**src/rtl/imhotep_pkg.sv**
```systemverilog
// Shared core types: LSU operation encoding, LSU state and access-size helpers.
package imhotep_pkg;

  localparam int unsigned XLEN   = 32;
  localparam int unsigned RFADDR = 5;

  typedef enum logic [3:0] {
    LSU_NOP,
    LSU_LB,
    LSU_LH,
    LSU_LW,
    LSU_LBU,
    LSU_LHU,
    LSU_SB,
    LSU_SH,
    LSU_SW
  } op_lsu_e;

  typedef enum logic [1:0] {
    LSU_IDLE,
    LSU_REQ,
    LSU_WAIT
  } lsu_state_e;

  localparam logic [1:0] SIZE_BYTE = 2'd0;
  localparam logic [1:0] SIZE_HALF = 2'd1;
  localparam logic [1:0] SIZE_WORD = 2'd2;

  function automatic logic [1:0] lsu_size(input op_lsu_e op);
    case (op)
      LSU_LB, LSU_LBU, LSU_SB: return SIZE_BYTE;
      LSU_LH, LSU_LHU, LSU_SH: return SIZE_HALF;
      default:                 return SIZE_WORD;
    endcase
  endfunction

  function automatic logic lsu_is_store(input op_lsu_e op);
    return (op == LSU_SB) || (op == LSU_SH) || (op == LSU_SW);
  endfunction

endpackage

```
**src/rtl/lsu_load_align.sv**
```systemverilog
// Extracts and extends the addressed byte/half/word of a load response.
module lsu_load_align
  import imhotep_pkg::*;
(
  input  op_lsu_e         op_i,
  input  logic [1:0]      offset_i,
  input  logic [XLEN-1:0] rdata_i,
  output logic [XLEN-1:0] result_o
);

  logic [XLEN-1:0] shifted;
  logic [7:0]      byte_sel;
  logic [15:0]     half_sel;

  always_comb begin
    shifted  = rdata_i >> {offset_i, 3'b000};
    byte_sel = shifted[7:0];
    half_sel = offset_i[1] ? rdata_i[31:16] : rdata_i[15:0];
    result_o = rdata_i;
    case (op_i)
      LSU_LB:  result_o = {{24{byte_sel[7]}}, byte_sel};
      LSU_LBU: result_o = {24'h0, byte_sel};
      LSU_LH:  result_o = {{16{half_sel[15]}}, half_sel};
      LSU_LHU: result_o = {16'h0, half_sel};
      default: result_o = rdata_i;
    endcase
  end

endmodule

```
**src/rtl/load_store_unit.sv**
```systemverilog
// Single-outstanding load/store unit on a req/gnt/rvalid data-memory port.
module load_store_unit
  import imhotep_pkg::*;
(
  input  logic              clk_i,
  input  logic              rst_i,
  input  logic              valid_i,
  output logic              ready_o,
  input  op_lsu_e           op_lsu_i,
  input  logic [XLEN-1:0]   base_i,
  input  logic [XLEN-1:0]   offset_i,
  input  logic [XLEN-1:0]   wdata_i,
  input  logic [RFADDR-1:0] rd_addr_i,
  output logic              data_req_o,
  output logic              data_we_o,
  output logic [3:0]        data_be_o,
  output logic [XLEN-1:0]   data_addr_o,
  output logic [XLEN-1:0]   data_wdata_o,
  input  logic              data_gnt_i,
  input  logic              data_rvalid_i,
  input  logic [XLEN-1:0]   data_rdata_i,
  input  logic              data_err_i,
  output logic              wb_valid_o,
  output logic [RFADDR-1:0] wb_addr_o,
  output logic [XLEN-1:0]   wb_data_o,
  output logic              done_o,
  output logic              err_o
);

  lsu_state_e        state_q;
  op_lsu_e           op_q;
  logic [1:0]        ea_lo_q;
  logic [RFADDR-1:0] rd_q;

  logic [XLEN-1:0] ea;
  logic [3:0]      be_d;
  logic [XLEN-1:0] wdata_d;
  logic            misaligned;
  logic            accept;
  logic [XLEN-1:0] load_result;

  assign ea     = base_i + offset_i;
  assign accept = valid_i && ready_o && (op_lsu_i != LSU_NOP);

  always_comb begin
    be_d       = 4'b1111;
    wdata_d    = wdata_i;
    misaligned = 1'b0;
    case (lsu_size(op_lsu_i))
      SIZE_BYTE: begin
        be_d    = 4'b0001 << ea[1:0];
        wdata_d = {4{wdata_i[7:0]}};
      end
      SIZE_HALF: begin
        be_d       = ea[1] ? 4'b1100 : 4'b0011;
        wdata_d    = {2{wdata_i[15:0]}};
        misaligned = ea[0];
      end
      default: misaligned = |ea[1:0];
    endcase
  end

  lsu_load_align u_load_align (
    .op_i     (op_q),
    .offset_i (ea_lo_q),
    .rdata_i  (data_rdata_i),
    .result_o (load_result)
  );

  always_ff @(posedge clk_i) begin
    if (rst_i) begin
      state_q      <= LSU_IDLE;
      op_q         <= LSU_NOP;
      ea_lo_q      <= 2'b00;
      rd_q         <= '0;
      ready_o      <= 1'b1;
      data_req_o   <= 1'b0;
      data_we_o    <= 1'b0;
      data_be_o    <= 4'b0000;
      data_addr_o  <= '0;
      data_wdata_o <= '0;
      wb_valid_o   <= 1'b0;
      wb_addr_o    <= '0;
      wb_data_o    <= '0;
      done_o       <= 1'b0;
      err_o        <= 1'b0;
    end else begin
      // Completion strobes are single-cycle.
      done_o     <= 1'b0;
      err_o      <= 1'b0;
      wb_valid_o <= 1'b0;
      unique case (state_q)
        LSU_IDLE: begin
          if (accept) begin
            if (misaligned) begin
              done_o <= 1'b1;
              err_o  <= 1'b1;
            end else begin
              state_q      <= LSU_REQ;
              ready_o      <= 1'b0;
              data_req_o   <= 1'b1;
              data_we_o    <= lsu_is_store(op_lsu_i);
              data_be_o    <= be_d;
              data_addr_o  <= {ea[XLEN-1:2], 2'b00};
              data_wdata_o <= wdata_d;
              op_q         <= op_lsu_i;
              ea_lo_q      <= ea[1:0];
              rd_q         <= rd_addr_i;
            end
          end
        end
        LSU_REQ: begin
          if (data_gnt_i) begin
            state_q    <= LSU_WAIT;
            data_req_o <= 1'b0;
          end
        end
        LSU_WAIT: begin
          if (data_rvalid_i) begin
            state_q <= LSU_IDLE;
            ready_o <= 1'b1;
            done_o  <= 1'b1;
            if (data_err_i) begin
              err_o <= 1'b1;
            end else if (!lsu_is_store(op_q) && (rd_q != '0)) begin
              wb_valid_o <= 1'b1;
              wb_addr_o  <= rd_q;
              wb_data_o  <= load_result;
            end
          end
        end
        default: begin
          state_q <= LSU_IDLE;
          ready_o <= 1'b1;
        end
      endcase
    end
  end

endmodule

```
**config.mk**
```make
export PLATFORM = sky130hd
export DESIGN_NAME = load_store_unit
export DESIGN_NICKNAME = d
export VERILOG_FILES = /design/src/rtl/imhotep_pkg.sv /design/src/rtl/lsu_load_align.sv /design/src/rtl/load_store_unit.sv
export SDC_FILE = /design/constraint.sdc
export NUM_CORES = 1
export LEC_CHECK = 0
export ABC_AREA = 1
export BUFFER_PORTS_ARGS = -buffer_cell sky130_fd_sc_hd__buf_2
export CORE_MARGIN = 8
export CORE_UTILIZATION = 40
export CTS_CLUSTER_SIZE = 28
export DETAILED_ROUTE_END_ITERATION = 10
export GPL_ROUTABILITY_DRIVEN = 0
export PLACE_DENSITY_LB_ADDON = 0.05
export SYNTH_ARGS = -nofsm -noshare
export SYNTH_HDL_FRONTEND = slang
export SYNTH_SLANG_ARGS = --single-unit
```
**constraint.sdc**
```tcl
create_clock -name clk_i -period 3.55 [get_ports clk_i]
set_input_delay 0.355 -clock clk_i [delete_from_list [all_inputs] [get_ports clk_i]]
set_output_delay 0.355 -clock clk_i [all_outputs]
set_load 0.02 [all_outputs]
```
==> metrics.md <==
| Metric | Value |
|---|---|
| Status | `finished, final reports clean` |
| Row count | `51` |
| Area of the core | `just under 0.02 sq mm` |
| Worst IR Drop VDD | `about 0.00030 V` |
| CP max stage cell | `inv_1` |
| Most common cell after layout, fill and taps aside | `nand2_1` |
| Slowest Stage Delay on Critical Path | `around 0.38 ns` |
| Worst Setup Path Type | `register to register` |
| Clock skew | `0.00696 ns` |
| Vias per cell | `4.76` |
| H-tree Lvls | `4` |
| Syn Area/Cell | `about 6 sq um` |
| Max-Cap Viols | `0` |
| Area grow syn2layout | `25.7%` |
| Setup TNS Final | `0 ns` |
| Cell area after synthesis | `about 0.0078 sq mm` |
| Final setup viols | `0` |
| Total gr overflow | `0` |
| Rel. slew slack | `22.4%` |
| Measured slew at the worst slew-check pin | `around 1.2 ns` |
| Reg2reg setup slack | `between 1 and 1.5 ns` |
| CTS Buffer Depth | `2` |
| Cell family with most CP delay | `buffers and inverters` |
| Net Sw Power | `between 1 and 1.5 mW` |
| # IOs | `approximately 250` |
| Crit-path max FO | `26` |
| Pre-CTS setup slack | `0.846 ns` |
| Critical path buffers and inverters | `3` |
| N_diodes | `0` |
| Ys async rst share | `0%` |
| Initial Util | `between 40 and 50%` |
| Vias in the first global route | `around 8100` |
| Cts repair resizes | `0` |
| Critical path arrival | `between 2 and 3 ns` |
| RSZ-0062 raised after global routing | `no` |
| Combinational Power Share | `roughly a quarter` |
| # hold bufs at CTS | `0` |
| Worst-case reg-to-reg path depth | `10` |
| Largest net degree at the start of global routing | `between 70 and 80` |
| Hold Path Class | `primary input to register` |
| CTS Buf Count | `17` |
| First-pass DRT Iterations | `4` |
| Min-Delay Endpoint | `rd_q[3]` |
| Main flop type after synthesis | `dfxtp_1` |
| Chip height | `156 microns` |
| CP startpoint kind | `register` |
| Core Util, Final | `just over 50%` |
| Final wirelength | `between 20 and 30 mm` |
| Number of DRC markers in iteration 0 | `about 440` |
| Origin of the critical flop-to-flop path | `state_q[1]` |
| Via Count | `approximately 8600` |
| Synth warn | `0` |
| Yosys reg bits | `roughly 120` |
| Antenna violations before repair | `0` |
| Post-CTS Setup Bufs | `0` |
| Cell Pwr Density | `458 mW/mm^2` |
| First-pass GRT wire length | `41.0 mm` |
| Pins Over Slew Limit | `0` |
| Worst Path Required | `3.83 ns` |
| Hold_sp | `rd_addr_i[3]` |
| Layout Nets | `approximately 1700` |
| Yosys cell types | `slightly above 40` |
| Most frequent cells in the layout | `nand2_1, buf_2, inv_1` |
| Worst path cell trace | `inv_1 > nor2_1 > nand2_1 > nor2_1 > o211ai_1 > nor2_2 > buf_4 > inv_1 > a21oi_1 > a21oi_1` |
| EDFF count, synth | `0` |
| Max Clk Rate | `418 MHz` |
| Post-route ant nets | `0` |
| Clk slew on worst S/H paths | `around 0.06 ns` |
| Hold slack | `between 0.2 and 0.25 ns` |
| Die width | `between 150 and 200 microns` |
| # clock sinks | `roughly 120` |
| Reg-to-Reg End | `wb_data_o[16]` |
| Placed insts | `1768` |
| DRC | `0` |
| Hpwl dp | `around 20 mm` |
| Int Pwr | `3.03 mW` |
| Share of layout cells above drive strength 1 | `about a fifth` |
| Tcrit/Tclk final | `approximately 67%` |
| Post-Synthesis Cells | `between 1000 and 1500` |
| Worst-skew pair later-pin latency | `around 0.42 ns` |
| Share of power burned in registers | `between 30% and 40%` |
| CTS tree | `built` |
| Die area | `around 0.024 sq mm` |
| Hold depth | `3` |
| Total track usage | `between 20% and 30%` |
| Dpl cell area | `around 0.0092 sq mm` |
| Tmin final | `2.39 ns` |
| CP Capture Type | `register` |
| Final Hold Viols | `0` |
| Final instance area | `between 0.009 and 0.01 sq mm` |
| Root buf cell | `clkbuf_16` |
| Clock Power Share | `39.8%` |
| Sw Ratio | `approximately a third` |
| Final Non-Filler Cells | `between 1500 and 2000` |
| Wire per inst | `14.4 microns` |
| Sequential area share after synthesis | `between 30 and 40%` |
| Final WS setup | `1.16 ns` |
| Design Power | `approximately 4.5 mW` |
| Leak pwr | `5.39 nW` |
| Port Buffer Count | `251` |
[metal layers]
layer	track usage, %	part of all wire, %
met1	26.0	45
met2	35.5	47
met3	4.13	5.7
met4	6.93	1.9
met5	0	0
[how the worst max path moves through the flow]
stage | from | to | slack [ns] | cells past startpoint
global placement | base_i[0] | ea_lo_q[0] | 0.98 | 10
global route | ea_lo_q[1] | wb_data_o[27] | 0.89 | 10
floorplan | base_i[0] | data_wdata_o[26] | 1.61 | 10
CTS | ea_lo_q[1] | wb_data_o[24] | 1.16 | 10
finish | state_q[1] | wb_data_o[16] | 1.16 | 10
detailed placement | base_i[0] | op_q[2] | 0.85 | 10
[cell usage after synthesis, types with 2 or more instances]
cell type	n	area share (%)
nand2_1	401	19
inv_1	178	8.5
nor2_1	154	7.4
dfxtp_1	122	31
a21oi_1	119	7.6
o21ai_0	96	6.1
nand3_1	54	3.5
ha_1	31	5.0
clkbuf_1	21	1.0
buf_2	13	0.83
buf_4	13	1.2
o211ai_1	13	1.2
xor2_1	11	1.2
a31oi_1	7	0.56
nor3_1	7	0.45
o21ai_1	7	0.45
nand4_1	6	0.48
or2_2	5	0.40
inv_2	4	0.19
xnor2_1	4	0.45
o21bai_1	3	0.29
and2_1	2	0.16
buf_6	2	0.29
nor3_2	2	0.26
o22ai_1	2	0.16
o31ai_1	2	0.19
[logic make-up (layout without fill, tap and decap cells)]
logic type | Yosys count | after routing | synth area share [%]
buf+inv | 234 | 473 | 12.3
compound gates | 255 | 255 | 17.4
fa+ha+maj | 32 | 32 | 5.21
simple gates | 635 | 635 | 32.2
xor+xnor | 15 | 15 | 1.68
other cells | 1 | 2 | 0.0479
flops | 122 | 122 | 31.2
[power groups by stage]
stage          sequential, mW  combinational, mW  clock (mW)
2_1_floorplan            1.66              0.719           0
3_3_place_gp             1.56               1.17           0
3_5_place_dp             1.56               1.18           0
4_1_cts                  1.54               1.19        1.82
5_1_grt                  1.55               1.33        1.89
6_report                 1.54               1.18        1.79
[registers in the layout, summed over array words and instances (netlist names)]
register      cells
data_addr_o      30
data_be_o         4
data_req_o        1
data_wdata_o     32
data_we_o         1
done_o            1
ea_lo_q           2
err_o             1
op_q              4
rd_q              5
ready_o           1
state_q           2
wb_addr_o         5
wb_data_o        32
wb_valid_o        1
[tightest hold or removal path, cell delays in order]
cell     delay [ns]
buf_2          0.07
o21ai_0        0.08
nor2_1         0.08
[final cells by class]
| class | count | area (sq um) |
|---|---|---|
| fillers | 2138 | 9500 |
| multi-input cells | 939 | 4440 |
| clock inverters | 11 | 144 |
| flip-flops and latches | 122 | 2440 |
| repair buffers | 259 | 1330 |
| well taps | 265 | 332 |
| inverters | 183 | 687 |
| clock buffers | 20 | 467 |
No activity file was read; power rests on OpenSTA's default activity.
